`src/rtl/imm_encoder_pkg.sv`:
```
// Shared definitions for the immediate encoder and other immgen consumers:
// format select codes, fixed opcodes used by the LI expansion, FSM states
// and a small range-check helper.
package imm_encoder_pkg;

  // Format select codes; all eight values are meaningful.
  typedef enum logic [2:0] {
    SEL_I      = 3'b000,
    SEL_S      = 3'b001,
    SEL_B      = 3'b010,
    SEL_U      = 3'b011,
    SEL_J      = 3'b100,
    SEL_LUI    = 3'b101,
    SEL_LI     = 3'b110,
    SEL_ISHIFT = 3'b111
  } imm_sel_e;

  // Opcodes and funct3 used when LI expands into LUI/ADDI.
  localparam logic [6:0] OPC_LUI    = 7'b0110111;
  localparam logic [6:0] OPC_OP_IMM = 7'b0010011;
  localparam logic [2:0] F3_ADDI    = 3'b000;

  // Encoder sequencing states.
  typedef enum logic [1:0] {
    ST_IDLE    = 2'd0,
    ST_EMIT_HI = 2'd1,
    ST_EMIT_LO = 2'd2
  } enc_state_e;

  // True when v[31:msb] are all equal, i.e. v fits a signed (msb+1)-bit field.
  function automatic logic fits_signed(input logic [31:0] v, input int unsigned msb);
    logic [31:0] t;
    t = $unsigned($signed(v) >>> msb);
    return (t == '0) || (t == '1);
  endfunction

endpackage

```
`src/rtl/imm_pack.sv`:
```
// Combinational instruction packing: places the immediate and register
// fields for the selected format and flags immediates that do not fit.
// For LI it produces both candidate words and whether two are needed.
module imm_pack
  import imm_encoder_pkg::*;
(
  input  logic [2:0]  imm_sel,
  input  logic [31:0] imm_value,
  input  logic [4:0]  rd,
  input  logic [4:0]  rs1,
  input  logic [4:0]  rs2,
  input  logic [2:0]  funct3,
  input  logic [6:0]  funct7,
  input  logic [6:0]  opcode,
  output logic [31:0] first_word,
  output logic [31:0] second_word,
  output logic        two_words,
  output logic        range_err
);

  // Upper 20 bits for LI: adding 0x800 carries into bit 12 exactly when
  // bit 11 is set, which compensates for ADDI sign-extending its 12 bits.
  logic [19:0] li_hi;
  assign li_hi = imm_value[31:12] + {19'd0, imm_value[11]};

  // Format mux and per-format representability check.
  always_comb begin
    first_word  = '0;
    second_word = '0;
    two_words   = 1'b0;
    range_err   = 1'b0;
    case (imm_sel_e'(imm_sel))
      SEL_I: begin
        first_word = {imm_value[11:0], rs1, funct3, rd, opcode};
        range_err  = !fits_signed(imm_value, 11);
      end
      SEL_ISHIFT: begin
        first_word = {funct7, imm_value[4:0], rs1, funct3, rd, opcode};
        range_err  = |imm_value[31:5];
      end
      SEL_S: begin
        first_word = {imm_value[11:5], rs2, rs1, funct3, imm_value[4:0], opcode};
        range_err  = !fits_signed(imm_value, 11);
      end
      SEL_B: begin
        first_word = {imm_value[12], imm_value[10:5], rs2, rs1, funct3,
                      imm_value[4:1], imm_value[11], opcode};
        range_err  = imm_value[0] || !fits_signed(imm_value, 12);
      end
      SEL_U, SEL_LUI: begin
        first_word = {imm_value[31:12], rd, opcode};
        range_err  = |imm_value[11:0];
      end
      SEL_J: begin
        first_word = {imm_value[20], imm_value[10:1], imm_value[11],
                      imm_value[19:12], rd, opcode};
        range_err  = imm_value[0] || !fits_signed(imm_value, 20);
      end
      SEL_LI: begin
        if (li_hi != 20'd0) begin
          first_word  = {li_hi, rd, OPC_LUI};
          second_word = {imm_value[11:0], rd, F3_ADDI, rd, OPC_OP_IMM};
          two_words   = 1'b1;
        end else begin
          first_word  = {imm_value[11:0], 5'd0, F3_ADDI, rd, OPC_OP_IMM};
        end
      end
      default: begin
        first_word = '0;
      end
    endcase
  end

endmodule

```
`src/rtl/imm_encoder.sv`:
```
// Immediate encoder: accepts one request per cycle, registers the packed
// instruction word, and sequences the two-word LUI/ADDI expansion of LI.
module imm_encoder
  import imm_encoder_pkg::*;
(
  input  logic        clk,
  input  logic        rst,
  input  logic        in_valid,
  output logic        in_ready,
  input  logic [2:0]  imm_sel,
  input  logic [31:0] imm_value,
  input  logic [4:0]  rd,
  input  logic [4:0]  rs1,
  input  logic [4:0]  rs2,
  input  logic [2:0]  funct3,
  input  logic [6:0]  funct7,
  input  logic [6:0]  opcode,
  output logic        out_valid,
  input  logic        out_ready,
  output logic [31:0] instr,
  output logic        out_last,
  output logic        range_err
);

  enc_state_e  state_reg;
  logic        out_valid_reg;
  logic [31:0] instr_reg;
  logic        out_last_reg;
  logic        range_err_reg;
  logic [31:0] lo_word_reg;

  logic [31:0] pack_first;
  logic [31:0] pack_second;
  logic        pack_two;
  logic        pack_err;
  logic        accept;
  logic        handshake;

  imm_pack u_pack (
    .imm_sel     (imm_sel),
    .imm_value   (imm_value),
    .rd          (rd),
    .rs1         (rs1),
    .rs2         (rs2),
    .funct3      (funct3),
    .funct7      (funct7),
    .opcode      (opcode),
    .first_word  (pack_first),
    .second_word (pack_second),
    .two_words   (pack_two),
    .range_err   (pack_err)
  );

  // New requests only while idle and the output slot is free or draining.
  assign in_ready  = (state_reg == ST_IDLE) && (!out_valid_reg || out_ready);
  assign accept    = in_valid && in_ready;
  assign handshake = out_valid_reg && out_ready;

  assign out_valid = out_valid_reg;
  assign instr     = instr_reg;
  assign out_last  = out_last_reg;
  assign range_err = range_err_reg;

  // Sequencer and output register; the held ADDI word waits in lo_word_reg.
  always_ff @(posedge clk or posedge rst) begin
    if (rst) begin
      state_reg     <= ST_IDLE;
      out_valid_reg <= 1'b0;
      instr_reg     <= '0;
      out_last_reg  <= 1'b0;
      range_err_reg <= 1'b0;
      lo_word_reg   <= '0;
    end else begin
      case (state_reg)
        ST_IDLE: begin
          if (accept) begin
            out_valid_reg <= 1'b1;
            instr_reg     <= pack_first;
            out_last_reg  <= !pack_two;
            range_err_reg <= pack_err;
            if (pack_two) begin
              lo_word_reg <= pack_second;
              state_reg   <= ST_EMIT_HI;
            end
          end else if (handshake) begin
            out_valid_reg <= 1'b0;
          end
        end
        ST_EMIT_HI: begin
          if (handshake) begin
            instr_reg     <= lo_word_reg;
            out_last_reg  <= 1'b1;
            range_err_reg <= 1'b0;
            state_reg     <= ST_EMIT_LO;
          end
        end
        ST_EMIT_LO: begin
          if (handshake) begin
            out_valid_reg <= 1'b0;
            state_reg     <= ST_IDLE;
          end
        end
        default: begin
          out_valid_reg <= 1'b0;
          state_reg     <= ST_IDLE;
        end
      endcase
    end
  end

endmodule

```
`config.mk`:
```
export PLATFORM = sky130hd
export DESIGN_NAME = imm_encoder
export DESIGN_NICKNAME = d
export VERILOG_FILES = /design/src/rtl/imm_encoder_pkg.sv /design/src/rtl/imm_pack.sv /design/src/rtl/imm_encoder.sv
export SDC_FILE = /design/constraint.sdc
export NUM_CORES = 1
export LEC_CHECK = 0
export CORE_UTILIZATION = 50
export CTS_BUF_LIST = sky130_fd_sc_hd__clkbuf_16
export DETAILED_ROUTE_END_ITERATION = 10
export PLACE_DENSITY = 0.82
export SLEW_MARGIN = 20
export SYNTH_ARGS = -nofsm -noshare
export SYNTH_HDL_FRONTEND = slang
export SYNTH_SLANG_ARGS = --single-unit
```
`constraint.sdc`:
```
create_clock -name clk -period 2.63 [get_ports clk]
set_input_delay 0.526 -clock clk [delete_from_list [all_inputs] [get_ports clk]]
set_output_delay 0.526 -clock clk [all_outputs]
set_load 0.03 [all_outputs]
```
Yosys cells after proc, flatten, opt, wreduce, memory -nomap -nowiden

Cells that the tools add are included.

Logic and storage cells: 75
Bits in read-only memories: 0
Flip-flop bits (word level): 69
Bits in latches: 0
Memories: 0
Output and inout bits: 36
Memory bits (writable): 0
Input bits: 71

$mul: 0
Bitwise logic cells: 0
Reduce and logical (&&, ||, !) cells: 28
Div/mod/pow operators: 0
Multiplexer cells: 24
Magnitude comparators: 0
Equality and inequality tests: 16
Add/sub/neg operators: 1
Shift-type cells: 0

Operators by type and width:

| kind                                                            | number |
|---|---|
| 32-bit case mux with 7 select lines                             | 1 |
| 32-bit 2-to-1 mux                                               | 5 |
| 32-bit == test, second input constant                           | 3 |
| 32-bit zero test                                                | 3 |
| 32-bit case mux with 2 select lines                             | 1 |
| 27-bit OR reduction                                             | 1 |
| 20-bit by 1-bit adder with 20-bit output                        | 1 |
| 20-bit nonzero test                                             | 1 |
| 3-bit == test, second input constant                            | 4 |
| 12-bit OR reduction                                             | 1 |
| 1-bit 2-to-1 mux                                                | 8 |
| 2-bit 2-to-1 mux                                                | 4 |
| 2-bit != test, second input constant                            | 4 |
| 3-bit by 2-bit == test with 1-bit output, second input constant | 2 |
| 1-bit logical OR                                                | 6 |
| 2-bit case mux with 3 select lines                              | 1 |
| 3-bit AND reduction                                             | 2 |
| 1-bit zero test                                                 | 5 |
| 1-bit case mux with 5 select lines                              | 1 |
| 1-bit case mux with 2 select lines                              | 2 |
| 4-bit AND reduction                                             | 1 |
| 2-bit OR reduction                                              | 2 |
| 3-bit by 1-bit == test with 1-bit output, second input constant | 1 |
| 1-bit logical AND                                               | 3 |
| other kinds (6)                                                 | 6 |

Longest topological paths before layout

Word-level depth: 7
Depth in mapped cells: 10
Mapped depth without buffers: 9

Hierarchy

A second synthesis with hierarchy kept.

Cell total of the unflattened synthesis: 561
Area total of the unflattened synthesis: 5,587.9 um^2

By module, submodules not included:

| module      | sequential area each (um^2) | area each (um^2) | cells each | times used |
|---|---|---|---|---|
| imm_encoder | 1,726.7                     | 3,206.8          | 200        | 1 |
| imm_pack    | 0.0                         | 2,381.0          | 361        | 1 |

Worst setup path after synthesis

No wires, ideal clock.

Path kind: input-to-reg
Start point: input port imm_value[11]
End point: register lo_word_reg[21]
Library setup time: 0.125 ns
Stages: 10
Data required time: 2.505 ns
Slack: -0.267 ns
Arrival time: 2.772 ns
Path buffers: 1
Cells stage by stage: ha_1 > ha_1 > nand3_1 > or2_4 > or4_1 > nand4_2 > nor4_4 > nor2_4 > buf_6 > mux2_4

Word-level cells in the longest chain between the ends: 5
Elaborated cells between the ends (all ways): 7
Classes of those cells: add/sub (1); mux (4); reduce/logical (2)

Ends and longest elaborated chain:

| element                                      | line              | text |
|---|---|---|
| from (decl)                                  | imm_encoder.sv:11 | `input logic [31:0] imm_value,` |
| 20-bit by 1-bit adder with 20-bit output (*) | imm_pack.sv:24    | `assign li_hi = imm_value[31:12] + {19'd0, imm_value[11]};` |
| 20-bit nonzero test (*)                      | imm_pack.sv:60    | `if (li_hi != 20'd0) begin` |
| 1-bit 2-to-1 mux                             | imm_pack.sv:60    |  |
| 1-bit 2-to-1 mux                             | imm_pack.sv:32    | `case (imm_sel_e'(imm_sel))` |
| 3-bit AND reduction (no source line)         | -                 |  |
| to (signal assigned)                         | imm_encoder.sv:82 | `lo_word_reg <= pack_second;` |
| to (decl)                                    | imm_encoder.sv:30 | `logic [31:0] lo_word_reg;` |

Mark *: on every way between the ends. The rest lies on a longest branch, timed or not.
A chain may end at the register's enable or synchronous reset.

Worst setup path in the final report

Start point: input port imm_value[11]
End point: register lo_word_reg[25]

Same word-level chain as after synthesis.

==> impl_metrics.json <==
{
  "timing.final.max_slew_violations": 0,
  "max_cap_viol_count": 0,
  "utilization_pct": 83.2,
  "synth_warnings": 0,
  "hold_viol": 0,
  "cts_max_path_buffers": 2,
  "crit_type": "in2reg",
  "grt_pass1_vias": 4854,
  "tritoncts": "done",
  "num_antenna_cells": 0,
  "die_w_um": 92.3,
  "clock-sinks": 55,
  "detail-route-antenna-nets": 0,
  "holdBufCountCts": 0,
  "place_ws_ps": -771,
  "n_fill_cell": 487,
  "r2r_cells": 8,
  "syn-instance-count": 479,
  "dr_total_vias": 5052,
  "synth_cell_types": 64,
  "grt_pass1_wl_um": 26400,
  "peakVddDrop_mv": 0.393,
  "cp.arrival_ps": 2930,
  "antenna_found_initial": 0,
  "std_cell_rows": 32,
  "required_ps": 2810,
  "worstHoldPathType": "reg2reg",
  "synthArstFlopShare_pct": 100,
  "dpl-instance-area_mm2": 0.00597,
  "cts_buffers": 5,
  "period_share_pct": 104,
  "worstHoldPathCells": 2,
  "grt_max_degree": 39,
  "synth_edf_count": 0,
  "port_buffers": 106,
  "setup_viol": 13,
  "initial_core_util_pct": 52.3,
  "core_area_mm2": 0.00781,
  "dieArea_mm2": 0.00853,
  "htree_levels": 2,
  "first_pass_iters": 6,
  "period_minus_slack_ps": 2740,
  "worst_pin_slew_ps": 556,
  "grt_setup_unrepaired": "true",
  "fin_skew_ps": 2.40,
  "synth_seq_area_share_pct": 33.7,
  "final_cells": 785,
  "startpoint_type": "primary input",
  "final_area_mm2": 0.00649,
  "dp.cells": 750,
  "leakagePower_nw": 2.84,
  "synth-main-ff-cell": "dfrtp_1",
  "dr.first_iter.drc_count": 531,
  "slew_headroom_pct": 62.7,
  "grtUsageTotal_pct": 40.5,
  "setup_ws_ps": -114,
  "drc": 0,
  "via_per_inst": 6.44,
  "status": "finished with violations",
  "io_pins": 107,
  "finalSetupTns_ps": -890,
  "synth.most_common_cell": "dfrtp_1",
  "largest_reg_flops": 32,
  "cts_root_buf": "clkbuf_16",
  "overflow": 0,
  "ys_seq_elements": 55,
  "die_h_um": 92.3,
  "areaGrowthSynthToFinish_pct": 59.2,
  "synth_top_area_share_pct": 33.7,
  "violations": "setup timing",
  "synthTopCellsByArea": "dfrtp_1, nor2_1, a21oi_1",
  "drive_gt1_share_pct": 29.6,
  "fin_nets": 756,
  "avgSynthCellArea_um2": 8.52,
  "hpwl_um": 12100,
  "synth_common_cells": "dfrtp_1, nor2_1, nand2_1",
  "routabilityCongestion": 1.00,
  "cp_max_fo": 5,
  "fmax_mhz": 364,
  "p_per_area_mw_per_mm2": 791,
  "clkLatencyLatePin_ps": 300,
  "syn_area_mm2": 0.00408,
  "synth_nets": 553,
  "endpoint_kind": "register",
  "clk_pin_slew_ps": 70,
  "holdWs_ps": 496,
  "power_mw": 5.14,
  "drt_wl_total_um": 17100,
  "yosys.area.top_type": "dfrtp_1",
  "wl_per_cell_um": 21.8
}
## cells by family after synthesis
logic type	share of synthesized area, %
AND/OR/NAND/NOR	23.4
AO/OA/AOI/OAI	23.5
flip-flops	33.7
buffers and inverters	5.43
multiplexers	8.31
XOR/XNOR	4.72
adder cells (fa/ha/maj)	0.920
## path summary, 6_finish.rpt
path | start | end | slack (ps)
min in group asynchronous | rst | state_reg[1]$_DFFE_PP0P_ | 560
worst min-delay path | instr[10]$_DFFE_PP0P_ | instr[10]$_DFFE_PP0P_ | 500
worst min register to register | instr[10]$_DFFE_PP0P_ | instr[10]$_DFFE_PP0P_ | 500
worst max-delay path | imm_value[11] | lo_word_reg[25]$_DFFE_PP0P_ | -110
max in group asynchronous | rst | instr[9]$_DFFE_PP0P_ | 1510
worst max register to register | out_valid$_DFFE_PP0N_ | instr[21]$_DFFE_PP0P_ | 400
## area by class of cell
| type | count | area, um2 | area share (%) |
|---|---|---|---|
| Sequential cell | 55 | 1380 | 21.2 |
| Timing Repair Buffer | 230 | 2080 | 32.0 |
| Tap cell | 102 | 128 | 1.97 |
| Clock inverter | 3 | 22.5 | 0.347 |
| Inverter | 14 | 52.6 | 0.809 |
| Multi-Input combinational cell | 376 | 2710 | 41.7 |
| Clock buffer | 5 | 125 | 1.93 |
## layer usage
layer | global-route usage (%) | wire, um
met3 | 5.50 | 1750
met2 | 67.0 | 8100
met5 | 0 | 0
met4 | 17.3 | 884
met1 | 52.8 | 6370
## power breakdown
group	total (mW)	internal [mW]	leakage, nW	switching (mW)
clock network	0.681	0.357	0.0742	0.324
registers	1.55	1.26	0.669	0.293
logic	2.91	1.32	2.09	1.59
## placed cells by master (no fill, tap or decap), types with 13 or more instances in the layout
cell type	n
a21oi_1	31
buf_4	107
clkdlybuf4s50_1	86
dfrtp_1	55
mux2_4	13
nand2_1	38
nand3_1	13
nor2_1	44
nor3_1	16
o21ai_0	24
o22ai_1	18
xnor2_1	14
## what timing repair did
| item | CTS | global route |
|---|---|---|
| buffers inserted | 19 | 9 |
| endpoints found under the setup margin | 40 | 34 |
| cloned | 3 | 0 |
| resized for setup | 66 | 38 |
| hold endpoints to repair | 0 | 0 |
| pin swaps | 21 | 22 |
## critical path: stages
cell and delay, ps:
buf_8 80, ha_4 170, nand4_4 170, nor4_4 350, mux2i_2 280, nand4_1 220
nor4_4 420, nor2_4 120, buf_6 160, buf_16 140, mux2_4 290
No activity file was read; power rests on OpenSTA's default activity.
